`src/rtl/cond_flag_pkg.sv`:
```
// Shared definitions for the registered condition-flag qualifier.
//   MODE_LEVEL / MODE_PULSE : values for the MODE parameter
//   clog2                   : counter width helper (never returns less than 1)
package cond_flag_pkg;

  localparam int MODE_LEVEL = 0;
  localparam int MODE_PULSE = 1;

  function automatic int clog2(input int value);
    int r;
    r = 0;
    for (int i = 0; i < 32; i++) begin
      if ((1 << r) < value) r++;
    end
    return (r < 1) ? 1 : r;
  endfunction

endpackage

```
`src/rtl/cond_flag_chan.sv`:
```
// One qualifier channel: din/en delay lines, consecutive-cycle counter and
// registered flag. The condition is formed only from the last delay stage,
// so the flag never sees a combinational path from the raw inputs.
// Ports:
//   clk, rst       clock, async active-high reset
//   clr            synchronous clear of counter and flag (delay line keeps shifting)
//   en, din        raw channel inputs
//   flag_nxt       next-state flag, used by the top for flag_any
//   flag           registered flag
module cond_flag_chan
  import cond_flag_pkg::*;
#(
  parameter int DLY  = 1,
  parameter int HOLD = 1,
  parameter int MODE = MODE_LEVEL
) (
  input  logic clk,
  input  logic rst,
  input  logic clr,
  input  logic en,
  input  logic din,
  output logic flag_nxt,
  output logic flag
);

  localparam int CW = clog2(HOLD + 1);
  localparam logic [CW-1:0] HOLD_C = CW'(HOLD);
  localparam logic [CW:0]   HOLD_X = (CW + 1)'(HOLD);

  logic [DLY-1:0] din_sr_q, din_sr_d;
  logic [DLY-1:0] en_sr_q, en_sr_d;
  logic [CW-1:0]  cnt_q, cnt_d;
  logic           flag_q, flag_d;
  logic           cond;
  logic [CW:0]    cnt_inc;
  logic           reach;

  always_comb begin
    din_sr_d    = din_sr_q;
    en_sr_d     = en_sr_q;
    din_sr_d[0] = din;
    en_sr_d[0]  = en;
    for (int k = 1; k < DLY; k++) begin
      din_sr_d[k] = din_sr_q[k-1];
      en_sr_d[k]  = en_sr_q[k-1];
    end

    cond    = din_sr_q[DLY-1] & en_sr_q[DLY-1];
    // cnt+1 compared against HOLD is cnt compared against HOLD-1 without
    // underflow or a constant compare when HOLD=1.
    cnt_inc = {1'b0, cnt_q} + (CW + 1)'(1);

    if (MODE == MODE_LEVEL) reach = (cnt_inc >= HOLD_X);
    else                    reach = (cnt_inc == HOLD_X);

    cnt_d = cnt_q;
    if (clr || !cond)        cnt_d = '0;
    else if (cnt_q < HOLD_C) cnt_d = cnt_q + CW'(1);

    flag_d = !clr && cond && reach;
  end

  always_ff @(posedge clk or posedge rst) begin
    if (rst) begin
      din_sr_q <= '0;
      en_sr_q  <= '0;
      cnt_q    <= '0;
      flag_q   <= 1'b0;
    end else begin
      din_sr_q <= din_sr_d;
      en_sr_q  <= en_sr_d;
      cnt_q    <= cnt_d;
      flag_q   <= flag_d;
    end
  end

  assign flag_nxt = flag_d;
  assign flag     = flag_q;

endmodule

```
`src/rtl/cond_flag_qual.sv`:
```
// Multi-channel registered AND-flag qualifier. Each channel flags once its
// delayed din&en has held for HOLD consecutive cycles (level or pulse).
// Ports:
//   clk, rst   clock, async active-high reset
//   clr        synchronous clear of all counters, flags and flag_any
//   en, din    per-channel inputs [CH-1:0]
//   flag       per-channel registered flags [CH-1:0]
//   flag_any   registered OR of flags, aligned with the flags themselves
module cond_flag_qual
  import cond_flag_pkg::*;
#(
  parameter int CH   = 4,
  parameter int DLY  = 1,
  parameter int HOLD = 1,
  parameter int MODE = MODE_LEVEL
) (
  input  logic          clk,
  input  logic          rst,
  input  logic          clr,
  input  logic [CH-1:0] en,
  input  logic [CH-1:0] din,
  output logic [CH-1:0] flag,
  output logic          flag_any
);

  logic [CH-1:0] flag_nxt;
  logic          flag_any_q, flag_any_d;

  for (genvar i = 0; i < CH; i++) begin : g_chan
    cond_flag_chan #(
      .DLY  (DLY),
      .HOLD (HOLD),
      .MODE (MODE)
    ) u_chan (
      .clk      (clk),
      .rst      (rst),
      .clr      (clr),
      .en       (en[i]),
      .din      (din[i]),
      .flag_nxt (flag_nxt[i]),
      .flag     (flag[i])
    );
  end

  // Built from next-state flags so flag_any rises on the same edge as the flag.
  always_comb begin
    flag_any_d = !clr && (|flag_nxt);
  end

  always_ff @(posedge clk or posedge rst) begin
    if (rst) flag_any_q <= 1'b0;
    else     flag_any_q <= flag_any_d;
  end

  assign flag_any = flag_any_q;

endmodule

```
`config.mk`:
```
export PLATFORM = sky130hd
export DESIGN_NAME = cond_flag_qual
export DESIGN_NICKNAME = d
export VERILOG_FILES = /design/src/rtl/cond_flag_pkg.sv /design/src/rtl/cond_flag_chan.sv /design/src/rtl/cond_flag_qual.sv
export SDC_FILE = /design/constraint.sdc
export NUM_CORES = 1
export LEC_CHECK = 0
export ABC_AREA = 0
export ABC_CLOCK_PERIOD_IN_PS = 900
export CAP_MARGIN = 20
export CORE_AREA = 5 5 42 44
export DETAILED_ROUTE_END_ITERATION = 16
export DIE_AREA = 0 0 47 49
export PLACE_DENSITY = 0.7
export SLEW_MARGIN = 20
export SYNTH_ARGS = -nofsm -noshare
export SYNTH_HDL_FRONTEND = slang
export SYNTH_HIERARCHICAL = 1
export SYNTH_SLANG_ARGS = --single-unit
```
`constraint.sdc`:
```
create_clock -name clk -period 0.9 [get_ports clk]
set_input_delay 0.18 -clock clk [delete_from_list [all_inputs] [get_ports clk]]
set_output_delay 0.18 -clock clk [all_outputs]
set_load 0.005 [all_outputs]
```
# After elaboration in Yosys (flattened, before gate mapping)
# Cells that the tools add are included.
dict set report totals {
  reg_bits 17
  inputBits 11
  output_inout_bits 5
  word_cells 68
}
dict set report op_classes {
  addsub 8
  n_lt_le_gt_ge 8
  n_mux 8
  bitwise_logic 4
  reduce_logical 23
}
# op count
set op_table {}
lappend op_table {{1-bit logical AND} 9}
lappend op_table {{1-bit by 1-bit adder with 2-bit output, second input constant} 4}
lappend op_table {{2-bit by 1-bit >= comparator with 1-bit output, second input constant} 4}
lappend op_table {{1-bit 2-to-1 mux} 8}
lappend op_table {{2-bit nonzero test} 4}
lappend op_table {{1-bit logical NOT} 5}
lappend op_table {{1-bit adder, second input constant} 4}
lappend op_table {{1-bit AND} 4}
lappend op_table {{1-bit logical OR} 4}
lappend op_table {{1-bit less-than comparator, second input constant} 4}
lappend op_table {{4-bit OR reduction} 1}

# Longest topological paths before layout
dict set report logic_depth {
  ltp_word 5
  ltp_mapped 3
}

# Hierarchy
# The synthesis kept the hierarchy.
# module n_inst cells_per_inst area_each_um2 seq_area_each_um2
set modules_own_cells {}
lappend modules_own_cells {cond_flag_chan 4 5 87.6 75.1}
lappend modules_own_cells {cond_flag_qual 1 4 38.8 25.0}

# Least setup slack after synthesis
# OpenSTA, ideal clock, no wires.
dict set report synth_timing {
  kind {flip-flop to flip-flop}
  start {reg g_chan[1].u_chan.din_sr_q}
  end {reg flag_any_q (netlist: flag_any)}
  setup_ns 0.125
  arrival_time_ns 0.809
  slack_ns -0.034
  stages_incl_launch_ff 4
  period_less_slack_ns 0.934
  path_cell_list {dfrtp_1 and3b_1 nor4_1 nor2_1}
}
dict set report synth_via {
  elab_chain_cells 5
}
# item line_no
set synth_rtl {}
lappend synth_rtl {{start: declaration} cond_flag_chan.sv:30} ;# logic [DLY-1:0] din_sr_q, din_sr_d;
lappend synth_rtl {{start signal: assignment} cond_flag_chan.sv:70} ;# din_sr_q <= din_sr_d;
lappend synth_rtl {{1-bit AND} cond_flag_chan.sv:48} ;# cond = din_sr_q[DLY-1] & en_sr_q[DLY-1];
lappend synth_rtl {{1-bit logical AND (2 in a row)} cond_flag_chan.sv:60} ;# flag_d = !clr && cond && reach;
lappend synth_rtl {{net flag_nxt[1]} cond_flag_qual.sv:26} ;# logic [CH-1:0] flag_nxt;
lappend synth_rtl {{4-bit OR reduction} cond_flag_qual.sv:47} ;# flag_any_d = !clr && (|flag_nxt);
lappend synth_rtl {{1-bit logical AND} cond_flag_qual.sv:47}
lappend synth_rtl {{net flag_any_d} cond_flag_qual.sv:27} ;# logic flag_any_q, flag_any_d;
lappend synth_rtl {{end signal: assignment} cond_flag_qual.sv:52} ;# else flag_any_q <= flag_any_d;
lappend synth_rtl {{end: declaration} cond_flag_qual.sv:27}
# The timed path passes the listed nets, and every way through them passes these cells.
# A chain may end at the register's enable or synchronous reset.

# Final worst setup path
dict set report layout_timing {
  start {reg g_chan[2].u_chan.en_sr_q}
  end {reg flag_any_q (netlist: flag_any)}
}
dict set report layout_via {
  elab_chain_cells 5
}
# item line_no
set layout_rtl {}
lappend layout_rtl {{start: declaration} cond_flag_chan.sv:31} ;# logic [DLY-1:0] en_sr_q, en_sr_d;
lappend layout_rtl {{start signal: assignment} cond_flag_chan.sv:71} ;# en_sr_q <= en_sr_d;
lappend layout_rtl {{1-bit AND} cond_flag_chan.sv:48}
lappend layout_rtl {{1-bit logical AND (2 in a row)} cond_flag_chan.sv:60}
lappend layout_rtl {{net flag_nxt[2]} cond_flag_qual.sv:26}
lappend layout_rtl {{4-bit OR reduction} cond_flag_qual.sv:47}
lappend layout_rtl {{1-bit logical AND} cond_flag_qual.sv:47}
lappend layout_rtl {{net flag_any_d} cond_flag_qual.sv:27}
# The timed path passes the listed nets, and every way through them passes these cells.

==> metrics.json <==
{
  "min_path": {
    "min-delay-path-class": "input port to async pin"
  },
  "clock_tree": {
    "tritoncts_clock_tree": "built",
    "numCtsBuffers": 3,
    "clkSlewWorstSetupHoldPaths_ns": 0.07,
    "clock_tree.htree_level_count": 1,
    "clock_path_buffers": 2,
    "cts.hold.buffers_added": 0,
    "cts_num_sinks": 13,
    "clock-root-buffer": "clkbuf_4",
    "clock_insertion_delay_worst_skew_ns": 0.26
  },
  "detailed_routing": {
    "drt-vias-per-instance": 4.08,
    "dr.first_iter.drc_count": 0,
    "drt_wl_total_um": 665,
    "wl_per_cell_um": 10.9,
    "drt.antenna.violating_nets": 0,
    "num_vias": 249,
    "drc": 0,
    "drt_pass1_iterations": 1
  },
  "pwr": {
    "power.ir.vdd_worst_v": 0.000792,
    "power-per-cell-area_mw_per_mm2": 1800,
    "power.leakage_nw": 0.311,
    "total_power_mw": 1.04
  },
  "placed_design": {
    "io_buffer_count": 15,
    "weighted_congestion_at_the_end_of_routability_driven_global_placement": 0.733
  },
  "synth": {
    "syn_area_per_cell_um2": 16.2,
    "synth.ff_latch_count": 13,
    "total_standard_cell_area_after_synthesis_um2": 389,
    "synth_top_area_cell": "dfrtp_1",
    "ys_seq_area_share_pct": 83.6,
    "netlist-cell-type-count": 5,
    "syn_nets": 35,
    "yosys-top-cells-area": "dfrtp_1 84%, and3b_1 9.0%, inv_1 4.8%",
    "synth_largest_type_area_fraction_pct": 83.6,
    "postSynthCellCount": 24,
    "synthesis.yosys.warnings": 6
  },
  "floorplan": {
    "total_die_area_mm2": 0.00230,
    "start_util_pct": 27.8,
    "core_area_mm2": 0.00140,
    "placement_rows": 14,
    "die_height_um": 49,
    "num_io_pins": 16,
    "floorplan.die.width_um": 47
  },
  "global_routing": {
    "largest_net_degree_at_the_start_of_global_routing": 8,
    "first_global_vias": 285,
    "global_route.overflow_total": 0,
    "global_route.usage.total_pct": 6.86,
    "grt_antenna_before_repair": 0,
    "grt_first_pass_wirelength_mm": 1.15
  },
  "final_layout": {
    "layout_cell_share_with_drive_strength_beyond_1_pct": 24.4,
    "fin_nets": 57,
    "final_common_cell": "dfrtp_1",
    "insertedDiodeCount": 0,
    "flow.area_growth_from_synthesis_pct": 49.2,
    "utilization_pct": 41.4,
    "mostFrequentLayoutCells": "13 x dfrtp_1, 9 x clkdlybuf4s50_1, 5 x inv_1, 4 x and3b_1, 4 x buf_2"
  },
  "run_status": {
    "violations": "setup timing",
    "run_status": "complete, but fails checks"
  },
  "worst_setup_path": {
    "critPathCaptureType": "register",
    "critical_path_required_ns": 1.04,
    "critical_path_fanouts_max": 2,
    "crit_arrival_ns": 1.15,
    "crit_type": "register to register",
    "start_kind": "register"
  },
  "sta": {
    "timing.fmax_mhz": 991,
    "fin_crit_sh_pct": 112,
    "rsz0062_at_grt": "true",
    "worst_slew_pin_slew_ns": 0.206,
    "period_minus_slack_ns": 1.01,
    "report.final.setup_viol": 6,
    "max_slew_margin_pct": 86.1,
    "slew_limit_fails": 0,
    "fin_skew_ns": 0.00432,
    "setup_ws_ns": -0.109,
    "timing_hold_violations_final": 0
  },
  "run": {
    "maxCapViolations": 0
  }
}
==> metrics by stage <==
stage / cell area (um^2) / cells / setup TNS (ns) / setup slack, ns / hold WS [ns]
after detailed placement: 574 / 57 / -1.91 / -0.559 / 0.454
after floorplan: 389 / 24 / -0.0342 / -0.0342 / -0.0913
after global routing: 581 / 61 / -0.475 / -0.193 / 0.196
final: 581 / 61 / -0.192 / -0.109 / 0.176
after CTS: 586 / 61 / -0.348 / -0.123 / 0.173
after global placement: 574 / 57 / -1.64 / -0.447 / 0.455
==> kinds of logic after synthesis <==
| group | count (synthesis) | share of synthesized area [%] |
|---|---|---|
| DFF | 13 | 83.6 |
| and+or+nand+nor | 6 | 11.6 |
| buffers and inverters | 5 | 4.82 |
==> sequential cells by signal, summed over array words and instances (netlist names) <==
name	cells
g_chan.u_chan/din_sr_q	4
g_chan.u_chan/en_sr_q	4
g_chan.u_chan/flag	4
flag_any	1
==> critical path, cell delays in order, from the launching register on <==
cell     delay (ns)
dfrtp_1        0.36
and3b_1        0.20
nor4_2         0.27
nor2_1         0.07
==> metal layers <==
layer | track usage (%) | share of wire, % | up-vias | wire length [um]
met3 | 2.58 | 9.2 | 0 | 61
met2 | 12.4 | 58 | 8 | 389
met4 | 2.76 | 0 | 0 | 0
li1 | - | - | 115 | -
met5 | 0 | 0 | - | 0
met1 | 6.45 | 32 | 126 | 214
==> worst paths after layout <==
check | startpoint | endpoint | slack, ns | depth (start not counted)
worst max-delay path | g_chan[2].u_chan/en_sr_q | flag_any | -0.11 | 3
worst min-delay path | rst | flag_any | 0.18 | 2
worst max register to register | g_chan[2].u_chan/en_sr_q | flag_any | -0.11 | 3
worst min register to register | g_chan[1].u_chan/en_sr_q | g_chan[1].u_chan/flag | 0.55 | 1
max in group asynchronous | rst | g_chan[2].u_chan/flag | 0.55 | 2
min in group clk | clr | flag_any | 0.32 | 2
==> repair_timing <==
item | 4_1_cts | 5_1_grt
gates resized for setup | 20 | 1
cloned | 0 | 0
endpoints found under the hold margin | 0 | 0
pin swaps | 2 | 0
setup endpoints to repair | 8 | 6
setup buffers | 1 | 0
==> power by group <==
group | internal [mW] | switching, mW
clock network | 0.171 | 0.167
logic | 0.0572 | 0.0328
registers | 0.611 | 0.00553
total | 0.839 | 0.205
==> synth_stat cells <==
| library cell | number |
|---|---|
| dfrtp_1 | 13 |
| inv_1 | 5 |
| and3b_1 | 4 |
| nor2_1 | 1 |
| nor4_1 | 1 |
==> area by class of cell <==
cell class	instances	area [um^2]
Clock buffer	4	26.3
Fill cell	145	821
Inverter	5	18.8
Multi-Input combinational cell	6	51.3
Sequential cell	13	325
Tap cell	16	20.0
Timing Repair Buffer	17	139
No activity file was read; power rests on OpenSTA's default activity.
